<file path="config.mk">
export PLATFORM = sky130hd
export DESIGN_NAME = dram_cmd_sequencer
export DESIGN_NICKNAME = d
export VERILOG_FILES = /design/src/rtl/dram_cmd_sequencer.sv
export SDC_FILE = /design/constraint.sdc
export NUM_CORES = 1
export LEC_CHECK = 0
export ABC_AREA = 1
export CORE_MARGIN = 5
export CORE_UTILIZATION = 30
export CTS_BUF_LIST = sky130_fd_sc_hd__clkbuf_16
export CTS_CLUSTER_DIAMETER = 80
export DETAILED_ROUTE_END_ITERATION = 8
export MAX_ROUTING_LAYER = met4
export PLACE_DENSITY = 0.72
export SLEW_MARGIN = 0
export SYNTH_ARGS = -nofsm -noshare
export SYNTH_HDL_FRONTEND = slang
export SYNTH_SLANG_ARGS = --single-unit
</file>
<file path="constraint.sdc">
create_clock -name clk_in -period 1.5 [get_ports clk_in]
set_input_delay 0.225 -clock clk_in [delete_from_list [all_inputs] [get_ports clk_in]]
set_output_delay 0.225 -clock clk_in [all_outputs]
set_load 0.01 [all_outputs]
</file>
<file path="src/rtl/dram_cmd_sequencer.sv">
// rtl/dram_cmd_sequencer.sv - DRAM command sequencer with per-bank open-row tracking and refresh
// Build option DRAM_SEQ_OPEN_PAGE_EN selects open-page policy; undefined gives closed-page.
module dram_cmd_sequencer #(
  parameter int BANKS    = 8,
  parameter int ROW_BITS = 8,
  parameter int COL_BITS = 4,
  parameter int T_RCD    = 3,
  parameter int T_RP     = 3,
  parameter int T_CL     = 4,
  parameter int T_RFC    = 10
) (
  input  logic                     clk_in,
  input  logic                     rst_in,
  input  logic                     req_valid_in,
  output logic                     req_ready_out,
  input  logic                     req_we_in,
  input  logic [63:0]              req_addr_in,
  input  logic [63:0]              req_data_in,
  input  logic                     refresh_req_in,
  output logic                     refresh_ack_out,
  output logic                     resp_valid_out,
  output logic [63:0]              resp_data_out,
  output logic                     cs_N_out,
  output logic                     ras_N_out,
  output logic                     cas_N_out,
  output logic                     we_N_out,
  output logic [$clog2(BANKS)-1:0] bank_out,
  output logic [ROW_BITS-1:0]      row_out,
  output logic [COL_BITS-1:0]      col_out,
  output logic                     pall_out,
  output logic [63:0]              dram_wdata_out,
  input  logic [63:0]              dram_value_in
);
  localparam int BB    = $clog2(BANKS);
  localparam int T_A   = (T_RCD > T_RP) ? T_RCD : T_RP;
  localparam int T_B   = (T_CL > T_RFC) ? T_CL : T_RFC;
  localparam int T_MAX = (T_A > T_B) ? T_A : T_B;
  localparam int CNT_W = (T_MAX > 1) ? $clog2(T_MAX) : 1;
  localparam logic [CNT_W-1:0] LD_RCD = CNT_W'(T_RCD - 1);
  localparam logic [CNT_W-1:0] LD_RP  = CNT_W'(T_RP - 1);
  localparam logic [CNT_W-1:0] LD_CL  = CNT_W'(T_CL - 1);
  localparam logic [CNT_W-1:0] LD_RFC = CNT_W'(T_RFC - 1);
  localparam logic [3:0] CMD_NOP = 4'b0111, CMD_ACT = 4'b0011, CMD_RD  = 4'b0101,
                         CMD_WR  = 4'b0100, CMD_PRE = 4'b0010, CMD_REF = 4'b0001,
                         CMD_DES = 4'b1111;

  typedef enum logic [3:0] {
    IDLE, PRE, PRE_WAIT, ACT, ACT_WAIT, ACCESS, READ_WAIT,
    REF_PRE, REF_PRE_WAIT, REF, REF_WAIT
  } state_t;

`ifdef DRAM_SEQ_OPEN_PAGE_EN
  localparam state_t AFTER_PRE  = ACT;   // PRE only happens on a row miss
  localparam state_t AFTER_DONE = IDLE;
`else
  localparam state_t AFTER_PRE  = IDLE;  // PRE closes the row after every access
  localparam state_t AFTER_DONE = PRE;
`endif

  state_t              state, state_d;
  logic [CNT_W-1:0]    cnt, cnt_d, cnt_dec;
  logic                deselect;
  logic                we_q;
  logic [BB-1:0]       bank_q;
  logic [ROW_BITS-1:0] row_q;
  logic [COL_BITS-1:0] col_q;
  logic [63:0]         data_q;
  logic [BANKS-1:0]    open_q;
  logic [BB-1:0]       req_bank;
  logic [ROW_BITS-1:0] req_row;
  logic [COL_BITS-1:0] req_col;
  logic                accept;
  logic [3:0]          cmd;
  logic                unused_addr;

  assign req_col     = req_addr_in[COL_BITS-1:0];
  assign req_bank    = req_addr_in[COL_BITS +: BB];
  assign req_row     = req_addr_in[COL_BITS+BB +: ROW_BITS];
  assign unused_addr = ^req_addr_in[63:COL_BITS+BB+ROW_BITS];

  assign req_ready_out   = (state == IDLE) && !refresh_req_in && !rst_in;
  assign accept          = req_valid_in && req_ready_out;
  assign cnt_dec         = (cnt == '0) ? '0 : cnt - CNT_W'(1);
  assign resp_valid_out  = (state == READ_WAIT) && (cnt == '0);
  assign resp_data_out   = resp_valid_out ? dram_value_in : '0;
  assign refresh_ack_out = (state == REF_WAIT) && (cnt == '0);
  assign {cs_N_out, ras_N_out, cas_N_out, we_N_out} = cmd;

`ifdef DRAM_SEQ_OPEN_PAGE_EN
  logic [ROW_BITS-1:0] open_row_q [BANKS];
  logic                row_hit;

  assign row_hit = open_q[req_bank] && (open_row_q[req_bank] == req_row);

  always_ff @(posedge clk_in) begin
    if (!rst_in && state == ACT) open_row_q[bank_q] <= row_q;
  end
`endif

  always_comb begin
    state_d = state;
    cnt_d   = cnt_dec;
    case (state)
      IDLE: begin
        if (refresh_req_in) state_d = (|open_q) ? REF_PRE : REF;
        else if (accept) begin
`ifdef DRAM_SEQ_OPEN_PAGE_EN
          if (!open_q[req_bank]) state_d = ACT;
          else if (row_hit)      state_d = ACCESS;
          else                   state_d = PRE;
`else
          state_d = ACT;
`endif
        end
      end
      PRE:          state_d = (cnt == '0) ? AFTER_PRE : PRE_WAIT;
      PRE_WAIT:     if (cnt == '0) state_d = AFTER_PRE;
      ACT:          state_d = (cnt == '0) ? ACCESS : ACT_WAIT;
      ACT_WAIT:     if (cnt == '0) state_d = ACCESS;
      ACCESS:       state_d = we_q ? AFTER_DONE : READ_WAIT;
      READ_WAIT:    if (cnt == '0) state_d = AFTER_DONE;
      REF_PRE:      state_d = (cnt == '0) ? REF : REF_PRE_WAIT;
      REF_PRE_WAIT: if (cnt == '0) state_d = REF;
      REF:          state_d = REF_WAIT;
      REF_WAIT:     if (cnt == '0) state_d = IDLE;
      default:      state_d = IDLE;
    endcase
    // Each timed phase reloads the shared counter when it is entered
    if (state_d != state) begin
      case (state_d)
        ACT:          cnt_d = LD_RCD;
        PRE, REF_PRE: cnt_d = LD_RP;
        READ_WAIT:    cnt_d = LD_CL;
        REF_WAIT:     cnt_d = LD_RFC;
        default:      ;
      endcase
    end
  end

  always_comb begin
    cmd            = CMD_NOP;
    bank_out       = '0;
    row_out        = '0;
    col_out        = '0;
    pall_out       = 1'b0;
    dram_wdata_out = '0;
    case (state)
      PRE: begin
        cmd      = CMD_PRE;
        bank_out = bank_q;
      end
      ACT: begin
        cmd      = CMD_ACT;
        bank_out = bank_q;
        row_out  = row_q;
      end
      ACCESS: begin
        cmd      = we_q ? CMD_WR : CMD_RD;
        bank_out = bank_q;
        col_out  = col_q;
        if (we_q) dram_wdata_out = data_q;
      end
      REF_PRE: begin
        cmd      = CMD_PRE;
        pall_out = 1'b1;
      end
      REF:     cmd = CMD_REF;
      default: ;
    endcase
    // The cycle after a reset edge drives deselect rather than NOP
    if (deselect) begin
      cmd            = CMD_DES;
      bank_out       = '0;
      row_out        = '0;
      col_out        = '0;
      pall_out       = 1'b0;
      dram_wdata_out = '0;
    end
  end

  always_ff @(posedge clk_in) begin
    if (rst_in) begin
      state    <= IDLE;
      cnt      <= '0;
      deselect <= 1'b1;
      open_q   <= '0;
      we_q     <= 1'b0;
      bank_q   <= '0;
      row_q    <= '0;
      col_q    <= '0;
      data_q   <= '0;
    end else begin
      state    <= state_d;
      cnt      <= cnt_d;
      deselect <= 1'b0;
      if (accept) begin
        we_q   <= req_we_in;
        bank_q <= req_bank;
        row_q  <= req_row;
        col_q  <= req_col;
        data_q <= req_data_in;
      end
      if (state == ACT)          open_q[bank_q] <= 1'b1;
      else if (state == PRE)     open_q[bank_q] <= 1'b0;
      else if (state == REF_PRE) open_q         <= '0;
    end
  end
endmodule

</file>
Yosys cells after proc, flatten, opt, wreduce, memory -nomap -nowiden
Cells that the tools add are included.
- word-level logic and storage cells: 83
- RAM bits: 0
- memories: 0
- register bits: 97
- input bits: 197
- latch bits: 0
- bits in read-only memories: 0
- reductions and logical operators: 16
- eq/ne operators: 16
- $lt $le $gt $ge: 2
- shifts and indexed selects: 0
- add/subtract/negate cells: 1
- div/mod/pow operators: 0
- $mul: 0
- muxes and demuxes: 36
- bitwise logic cells: 3
- operators by type and width (operator ; count):
    64-bit 2-to-1 mux ; 4
    4-bit 2-to-1 mux ; 12
    8-bit 2-to-1 mux ; 5
    4-bit case mux with 10 select lines ; 1
    4-bit by 3-bit == test with 1-bit output, second input constant ; 6
    4-bit == test, second input constant ; 4
    4-bit by 2-bit == test with 1-bit output, second input constant ; 3
    3-bit case mux with 4 select lines ; 1
    4-bit case mux with 3 select lines ; 1
    3-bit 2-to-1 mux ; 3
    8-bit AND ; 1
    4-bit by 1-bit == test with 1-bit output, second input constant ; 2
    4-bit logical NOT ; 2
    8-bit NOT ; 1
    8-bit OR ; 1
    8-bit OR reduction ; 1
    1-bit 2-to-1 mux ; 7
    1-bit logical AND ; 6
    3-bit OR reduction ; 2
    3-bit by 4-bit < comparator with 1-bit output, second input constant ; 1
    4-bit != test ; 1
    2-bit OR reduction ; 2
    4-bit by 1-bit subtractor with 4-bit output, second input constant ; 1
    1-bit demux with 3-bit select ; 1
    4 further kinds ; 5

Depth between registers and ports, before layout
Gate-level depths: netlist of run 1.
- depth in word-level cells: 11
- depth in mapped cells: 15
- gate-level depth less buffers: 13

Worst setup path after synthesis of run 1
No wires, ideal clock.
- kind: register -> output
- start point: register state[0]
- end point: output port resp_data_out[13]
- required time: 1.275 ns
- buffers on the path: 2
- cell stages (with the launch flop): 10
- data arrival time: 1.418 ns
- path slack: -0.143 ns
- cell sequence: dfxtp_1 buf_4 inv_4 nand2_1 nor2_2 inv_2 nor2_2 inv_2 buf_1 nor2_1
- longest elaborated chain between the ends: 3
- RTL lines (what ; line ; text):
    start, declared ; 60 ; state_t state, state_d;
    start signal, assigned ; 193 ; state <= state_d;
    4-bit by 3-bit == test with 1-bit output ; 84 ; assign resp_valid_out = (state == READ_WAIT) && (cnt == '0);
    1-bit logical AND ; 84 ;
    via resp_valid_out ; 21 ; output logic resp_valid_out,
    64-bit 2-to-1 mux ; 85 ; assign resp_data_out = resp_valid_out ? dram_value_in : '0;
    end, declared ; 22 ; output logic [63:0] resp_data_out,
The timed path passes the listed nets, and every way through them passes these cells.

Final worst setup path of run 1
- start point: register state[3]
- end point: output port cas_N_out
- longest elaborated chain between the ends: 4
- RTL lines (what ; line ; text):
    4-bit by 1-bit == test with 1-bit output / 4-bit by 3-bit == test with 1-bit output (equally long branches) ; 147 ; case (state)
    2-bit OR reduction (no line) ; n/a ;
    3-bit case mux with 4 select lines * ; 147 ;
    4-bit 2-to-1 mux * ; 171 ; if (deselect) begin
    end, declared ; 25 ; output logic cas_N_out,
Mark *: on every way between the ends. The rest lies on a longest branch, timed or not.

==> results of run 1 <==
-- state kept, by name, indices dropped and copies added (netlist names) --
register  count
open_q        8
col_q         4
data_q       64
deselect      1
row_q         8
we_q          1
cnt           4
bank_q        3
state         4
-- timing repair --
action | 4_1_cts | 5_1_grt
setup endpoints to repair | 243 | 243
pin swaps | 20 | 31
cloned | 23 | 5
resized for setup | 769 | 120
setup buffers | 36 | 11
-- cell families (layout without fill, tap and decap cells) --
family	Yosys count	after routing
buffers and inverters	150	555
and+or+nand+nor	499	500
DFF	97	97
AOI/OAI and AO/OA	113	113
-- routing by layer --
| metal | part of all wire | vias up |
|---|---|---|
| li1 | - | 3446 |
| met3 | 0.074 | 49 |
| met2 | 0.51 | 309 |
| met1 | 0.39 | 3238 |
| met4 | 0.031 | 0 |
| met5 | 0 | - |
-- area by class of cell --
cell class / count / area share
clock inverter: 7 / 0.006284
timing repair buffer: 439 / 0.3981
inverter: 99 / 0.03759
sequential: 97 / 0.1817
clock buffer: 9 / 0.02095
timing repair inverter: 1 / 0.001513
multi-input combinational: 613 / 0.3277
tap: 225 / 0.02618
-- synth_stat cells, drive strengths merged --
library cell / n / area, µm²
buf: 11 / 71.32
nor2: 340 / 1356
nand3: 12 / 70.07
inv: 99 / 376.6
dfxtp: 97 / 1942
nor3b: 2 / 15.01
clkbuf: 40 / 150.1
or2: 1 / 6.260
o211ai: 4 / 30.03
a311oi: 4 / 35.03
o21ai: 84 / 420.4
nand4: 7 / 50.05
nand2: 129 / 531.8
a21oi: 21 / 108.9
nor3: 8 / 40.04
-- worst max path at each step --
stage,from,to
3_5_place_dp,state[0],dram_wdata_out[18]
3_3_place_gp,state[0],dram_wdata_out[8]
5_1_grt,state[3],cas_N_out
2_1_floorplan,state[1],cnt[1]
6_report,state[3],cas_N_out
4_1_cts,state[3],dram_wdata_out[58]
-- report_power, final --
part / total (mW) / switching (mW) / internal [mW]
Sequential: 3.25 / 0.267 / 2.99
Clock: 2.36 / 1.06 / 1.30
Combinational: 6.07 / 3.04 / 3.03
Total: 11.7 / 4.37 / 7.31
-- cell usage in the layout (no fill, tap or decap), types with 37 or more instances in the layout --
cell type / count
buf_2: 121
buf_4: 77
buf_6: 50
clkdlybuf4s50_1: 147
dfxtp_1: 92
inv_1: 83
nand2_1: 77
nand2_2: 37
nor2_1: 193
nor2_2: 111
nor2_4: 37
o21ai_0: 40
-- critical path, cell delays in order, from the launching register on --
cell and delay, ns:
dfxtp_2 0.34, inv_2 0.07, nand2_4 0.07, inv_4 0.07
nand2_4 0.05, buf_4 0.13, buf_6 0.11, inv_4 0.05
nor2_2 0.04, a21oi_2 0.16, buf_4 0.13, nand2_1 0.04
buf_2 0.14
-- stage by stage --
step	setup slack, ns	instance area (µm²)	std cells	setup TNS (ns)
2_1_floorplan	-0.04639	5643	859	-1.888
3_3_place_gp	-0.4833	9363	1410	-82.81
3_5_place_dp	-0.4889	9363	1410	-87.79
4_1_cts	-0.5139	10310	1482	-77.84
5_1_grt	-0.5680	10750	1490	-95.86
6_report	-0.4685	10750	1490	-75.12
==> results.sh, run 1 <==
export IMPL_p_leak_nw=4.998
export IMPL_hold_path_startpoint="open_q[1]"
export IMPL_ant_nets=0
export IMPL_die_h_um=141.7
export IMPL_reg2reg_setup_slack_ns=-0.41
export IMPL_via_per_inst=4.726
export IMPL_maxCapViolCount=0
export IMPL_nets=1457
export IMPL_grt_pass1_vias=7036
export IMPL_yosysWarnings=0
export IMPL_vias=7042
export IMPL_syn2layout_area_growth_pct=106.6
export IMPL_final_core_util=0.6259
export IMPL_slew_viol_final=0
export IMPL_cts_tree="built"
export IMPL_die_area_um2=20080
export IMPL_use_met2=0.4116
export IMPL_grt_pass1_wl_um=36780
export IMPL_synth_top_family_by_area="simple AND/OR/NAND/NOR gates"
export IMPL_grt_total_usage=0.2376
export IMPL_regArea_um2=1953
export IMPL_dp_hpwl_um=15640
export IMPL_period_share=1.312
export IMPL_wl_um=24770
export IMPL_route_detailed_drc=0
export IMPL_holdWs_ns=0.4628
export IMPL_met1_usage=0.2721
export IMPL_vdd_drop_max_mv=0.7682
export IMPL_fin_skew_ns=0.007464
export IMPL_fmax_mhz=508.0
export IMPL_power_density_nw_per_um2=1087
export IMPL_yosys_area_share_simple=0.3977
export IMPL_die_w_um=141.7
export IMPL_total_power_mw=11.68
export IMPL_tightest_slew_ns=0.3430
export IMPL_port_buffers=298
export IMPL_relSlewSlack=0.7713
export IMPL_critPathLaunchType="flip-flop"
export IMPL_coreArea_um2=17180
export IMPL_synth_cell_types=29
export IMPL_cts_htree_levels=3
export IMPL_multi_input_area_um2=3523
export IMPL_worstReg2RegEnd="cnt[0]"
export IMPL_antenna_found_initial=0
export IMPL_reg2reg_depth=16
export IMPL_crit_type="flip-flop to primary output"
export IMPL_met3_usage=0.05258
export IMPL_synth_seq_area_share=0.3732
export IMPL_synth_xor_area_frac=0
export IMPL_cts_root_buf="clkbuf_16"
export IMPL_hold_path_class="flip-flop to flip-flop"
export IMPL_synthMuxAreaShare=0
export IMPL_wire_per_inst_um=16.62
export IMPL_grt_max_degree=55
export IMPL_rsz0062_at_grt="yes"
export IMPL_cts_sinks=97
export IMPL_layout_setup_ws_ns=-0.4685
export IMPL_rows=48
export IMPL_final_min_clock_period_ns=1.969
export IMPL_arrival_ns=1.74
export IMPL_worstPathMaxFanout=3
export IMPL_synth_compound_area_frac=0.1142
export IMPL_first_pass_iters=4
export IMPL_avgSynthCellArea_um2=6.058
export IMPL_grt_overflow=0
export IMPL_clk_path_buf_depth=2
export IMPL_path_clk_slew_ns=0.07
export IMPL_ys_ff_latch=97
export IMPL_end_kind="primary output"
export IMPL_cts_hold_buf=0
export IMPL_hold_depth=2
export IMPL_synth_nets=1056
export IMPL_place_gp_congestion=0.9164
export IMPL_n_fill_cell=1481
export IMPL_timing_final_setup_violations=241
export IMPL_synth_adder_area_share=0
export IMPL_violations="negative setup slack"
export IMPL_finalHoldViolCount=0
export IMPL_dr_first_iter_drc_count=182
export IMPL_antenna_cells=0
export IMPL_io_pins=348
export IMPL_hold_end="open_q[1]"
export IMPL_cts_buffers_inserted=9
export IMPL_syn_area_um2=5204
export IMPL_critPathRequiredTime_ns=1.27
export IMPL_r2r_start="state[3]"
export IMPL_status="finished with violations"
export IMPL_drive_above_1_share=0.4561
export IMPL_synthCells=859
export IMPL_worstSkewPairLatency_ns=0.35
export IMPL_grt_most_used_layer="met2"
export IMPL_start_util=0.3030
Note: power is estimated with default switching activity, not from simulation.
==> run 2, diff against run 1 <==
--- a/config.mk
+++ b/config.mk
@@ -6,12 +6,10 @@
 export NUM_CORES = 1
 export LEC_CHECK = 0
 export ABC_AREA = 1
-export CORE_MARGIN = 5
 export CORE_UTILIZATION = 30
 export CTS_BUF_LIST = sky130_fd_sc_hd__clkbuf_16
 export CTS_CLUSTER_DIAMETER = 80
 export DETAILED_ROUTE_END_ITERATION = 8
-export MAX_ROUTING_LAYER = met4
 export PLACE_DENSITY = 0.72
 export SLEW_MARGIN = 0
 export SYNTH_ARGS = -nofsm -noshare
==> run 2 against run 1 <==
  * Die area shrank 11%
  * Count of clock-buffer cells in the layout is the same
  * Utilization grew 0.95 points
  * Cell count down 1.7%
  * Fmax fell by 1.5%
  * Hold slack improved by 0.0075 ns
  * Critical endpoint is now resp_data_out[32]
  * First-iteration DRC count up 67%
  * Final area decreased by 0.94%
  * Clock skew decreased by 0.0011 ns
  * Via count fell by 3.0%
  * Worst setup slack got worse by 0.030 ns
  * Power is 0.18% lower
  * The flow still finishes with violations (negative setup slack)
==> results.sh, run 2 (same netlist as run 1, synthesis figures left out) <==
export IMPL_status="finished with violations"
export IMPL_violations="negative setup slack"
export IMPL_wire_per_inst_um=15.48
export IMPL_tightest_slew_ns=0.3207
export IMPL_largest_reg_flops=64
export IMPL_worstSkewPairLatency_ns=0.35
export IMPL_cts_buffers_inserted=9
export IMPL_cts_sinks=97
export IMPL_path_clk_slew_ns=0.07
export IMPL_place_gp_congestion=0.8557
export IMPL_cts_tree="built"
export IMPL_antenna_found_initial=0
export IMPL_rows=47
export IMPL_vias=6828
export IMPL_final_min_clock_period_ns=1.998
export IMPL_worstPathMaxFanout=8
export IMPL_io_pins=348
export IMPL_end_kind="primary output"
export IMPL_power_density_nw_per_um2=1095
export IMPL_holdWs_ns=0.4702
export IMPL_first_pass_iters=5
export IMPL_finalHoldViolCount=0
export IMPL_r2r_start="state[3]"
export IMPL_crit_start="state[3]"
export IMPL_die_area_um2=17880
export IMPL_slowest_stage="dfxtp_2"
export IMPL_period_share=1.332
export IMPL_cts_htree_levels=3
export IMPL_top_regs="data_q (64), open_q (8), row_q (8)"
export IMPL_critPathLaunchType="flip-flop"
export IMPL_relSlewSlack=0.7839
export IMPL_crit_type="flip-flop to primary output"
export IMPL_dr_first_iter_drc_count=304
export IMPL_timing_final_setup_violations=239
export IMPL_layout_setup_ws_ns=-0.4981
export IMPL_fmax_mhz=500.5
export IMPL_final_core_util=0.6355
export IMPL_max_stage_delay_ns=0.33
export IMPL_rsz0062_at_grt="yes"
export IMPL_via_per_inst=4.664
export IMPL_clk_path_buf_depth=2
export IMPL_route_detailed_drc=0
export IMPL_syn2layout_area_growth_pct=104.7
export IMPL_mostFrequentLayoutCell="nor2_1"
export IMPL_coreArea_um2=16760
export IMPL_drive_above_1_share=0.4437
export IMPL_dp_hpwl_um=14420
export IMPL_cts_root_buf="clkbuf_16"
export IMPL_fin_skew_ns=0.006375
export IMPL_slew_viol_final=0
export IMPL_wl_um=22660
export IMPL_layout_common_cells="182 x nor2_1, 147 x clkdlybuf4s50_1, 122 x nor2_2"
export IMPL_maxCapViolCount=0
export IMPL_hold_path_class="input port to flip-flop"
export IMPL_grt_total_usage=0.2226
export IMPL_n_fill_cell=1488
export IMPL_regMostFlops="data_q"
export IMPL_start_util=0.3105
export IMPL_total_power_mw=11.66
export IMPL_grt_pass1_vias=6202
export IMPL_path_cells="inv_2 -> nand2_4 -> nor2_2 -> inv_2 -> nor2_4 -> inv_4 -> buf_4 -> nor2_2 -> dlygate4sd2_1"
export IMPL_die_h_um=133.7
export IMPL_reg2reg_setup_slack_ns=-0.43
export IMPL_grt_max_degree=48
export IMPL_arrival_ns=1.77
export IMPL_grt_pass1_wl_um=31420
export IMPL_antenna_cells=0
export IMPL_ant_nets=0
export IMPL_hold_path_startpoint="req_data_in[2]"
export IMPL_critPathRequiredTime_ns=1.27
export IMPL_vdd_drop_max_mv=0.6162
export IMPL_p_leak_nw=4.669
export IMPL_grt_overflow=0
export IMPL_detailed_place_area_um2=9366
export IMPL_stdcell_area_um2=10650
export IMPL_port_buffers=298
export IMPL_nets=1436
export IMPL_cts_hold_buf=0
export IMPL_die_w_um=133.7
[run 2: cell count changes in the layout (fill, tap and decap cells not counted), moves of 11 or more]
cell,delta
buf_2,-44
o21ai_0,-11
buf_6,-28
nand2_1,+17
nor2_1,-11
clkdlybuf4s15_2,+50
nand2_2,-13
nor2_2,+11
[run 2: final cells by class]
type | count | area (µm²) | share of cell area
Timing Repair Buffer | 418 | 4172 | 0.3917
Clock inverter | 7 | 90.09 | 0.008459
Clock buffer | 9 | 225.2 | 0.02115
Sequential cell | 97 | 1953 | 0.1834
Multi-Input combinational cell | 613 | 3503 | 0.3289
Inverter | 99 | 415.4 | 0.03900
Timing Repair inverter | 1 | 16.27 | 0.001527
Tap cell | 220 | 275.3 | 0.02585
[run 2: path summary, 6_finish.rpt]
| check | end | depth (start not counted) |
|---|---|---|
| max | resp_data_out[32] | 9 |
| min | data_q[2] | 3 |
| max reg2reg | cnt[0] | 16 |
| min reg2reg | data_q[61] | 2 |
[run 2: worst max-delay path, delay by kind of cell, from the launching register on]
kind                   cells  cell delay (ns)
buffers and inverters      5             0.67
and+or+nand+nor            4             0.42
DFF                        1             0.33
[run 2: timing repair]
| item | in CTS | in global routing |
|---|---|---|
| setup endpoints to repair | 244 | 243 |
| pin swaps | 16 | 52 |
| resized for setup | 546 | 244 |
| cloned | 6 | 22 |
| buffers inserted | 14 | 12 |
[run 2: report_power, final]
| part | internal [mW] | switching (mW) | leakage [nW] | total, mW |
|---|---|---|---|---|
| combinational | 2.79 | 3.09 | 3.72 | 5.87 |
| sequential | 2.99 | 0.276 | 0.791 | 3.26 |
| clock | 1.46 | 1.06 | 0.155 | 2.53 |
[run 2: metrics by stage]
| step | cells | TNS (ns) | worst slack [ns] |
|---|---|---|---|
| final | 1464 | -76.33 | -0.4981 |
| after global routing | 1464 | -94.82 | -0.5661 |
| after CTS | 1439 | -89.17 | -0.4993 |
| after detailed placement | 1403 | -85.00 | -0.4742 |
| after global placement | 1403 | -81.28 | -0.4449 |
| after floorplan | 859 | -1.888 | -0.04639 |
[run 2: metal layers]
layer | global-route usage | vias to the layer above | wire [µm]
li1 | - | 3386 | -
met1 | 0.2470 | 3110 | 8750
met2 | 0.4102 | 291 | 11670
met3 | 0.05746 | 41 | 1712
met4 | 0.07008 | 0 | 526
met5 | 0 | - | 0
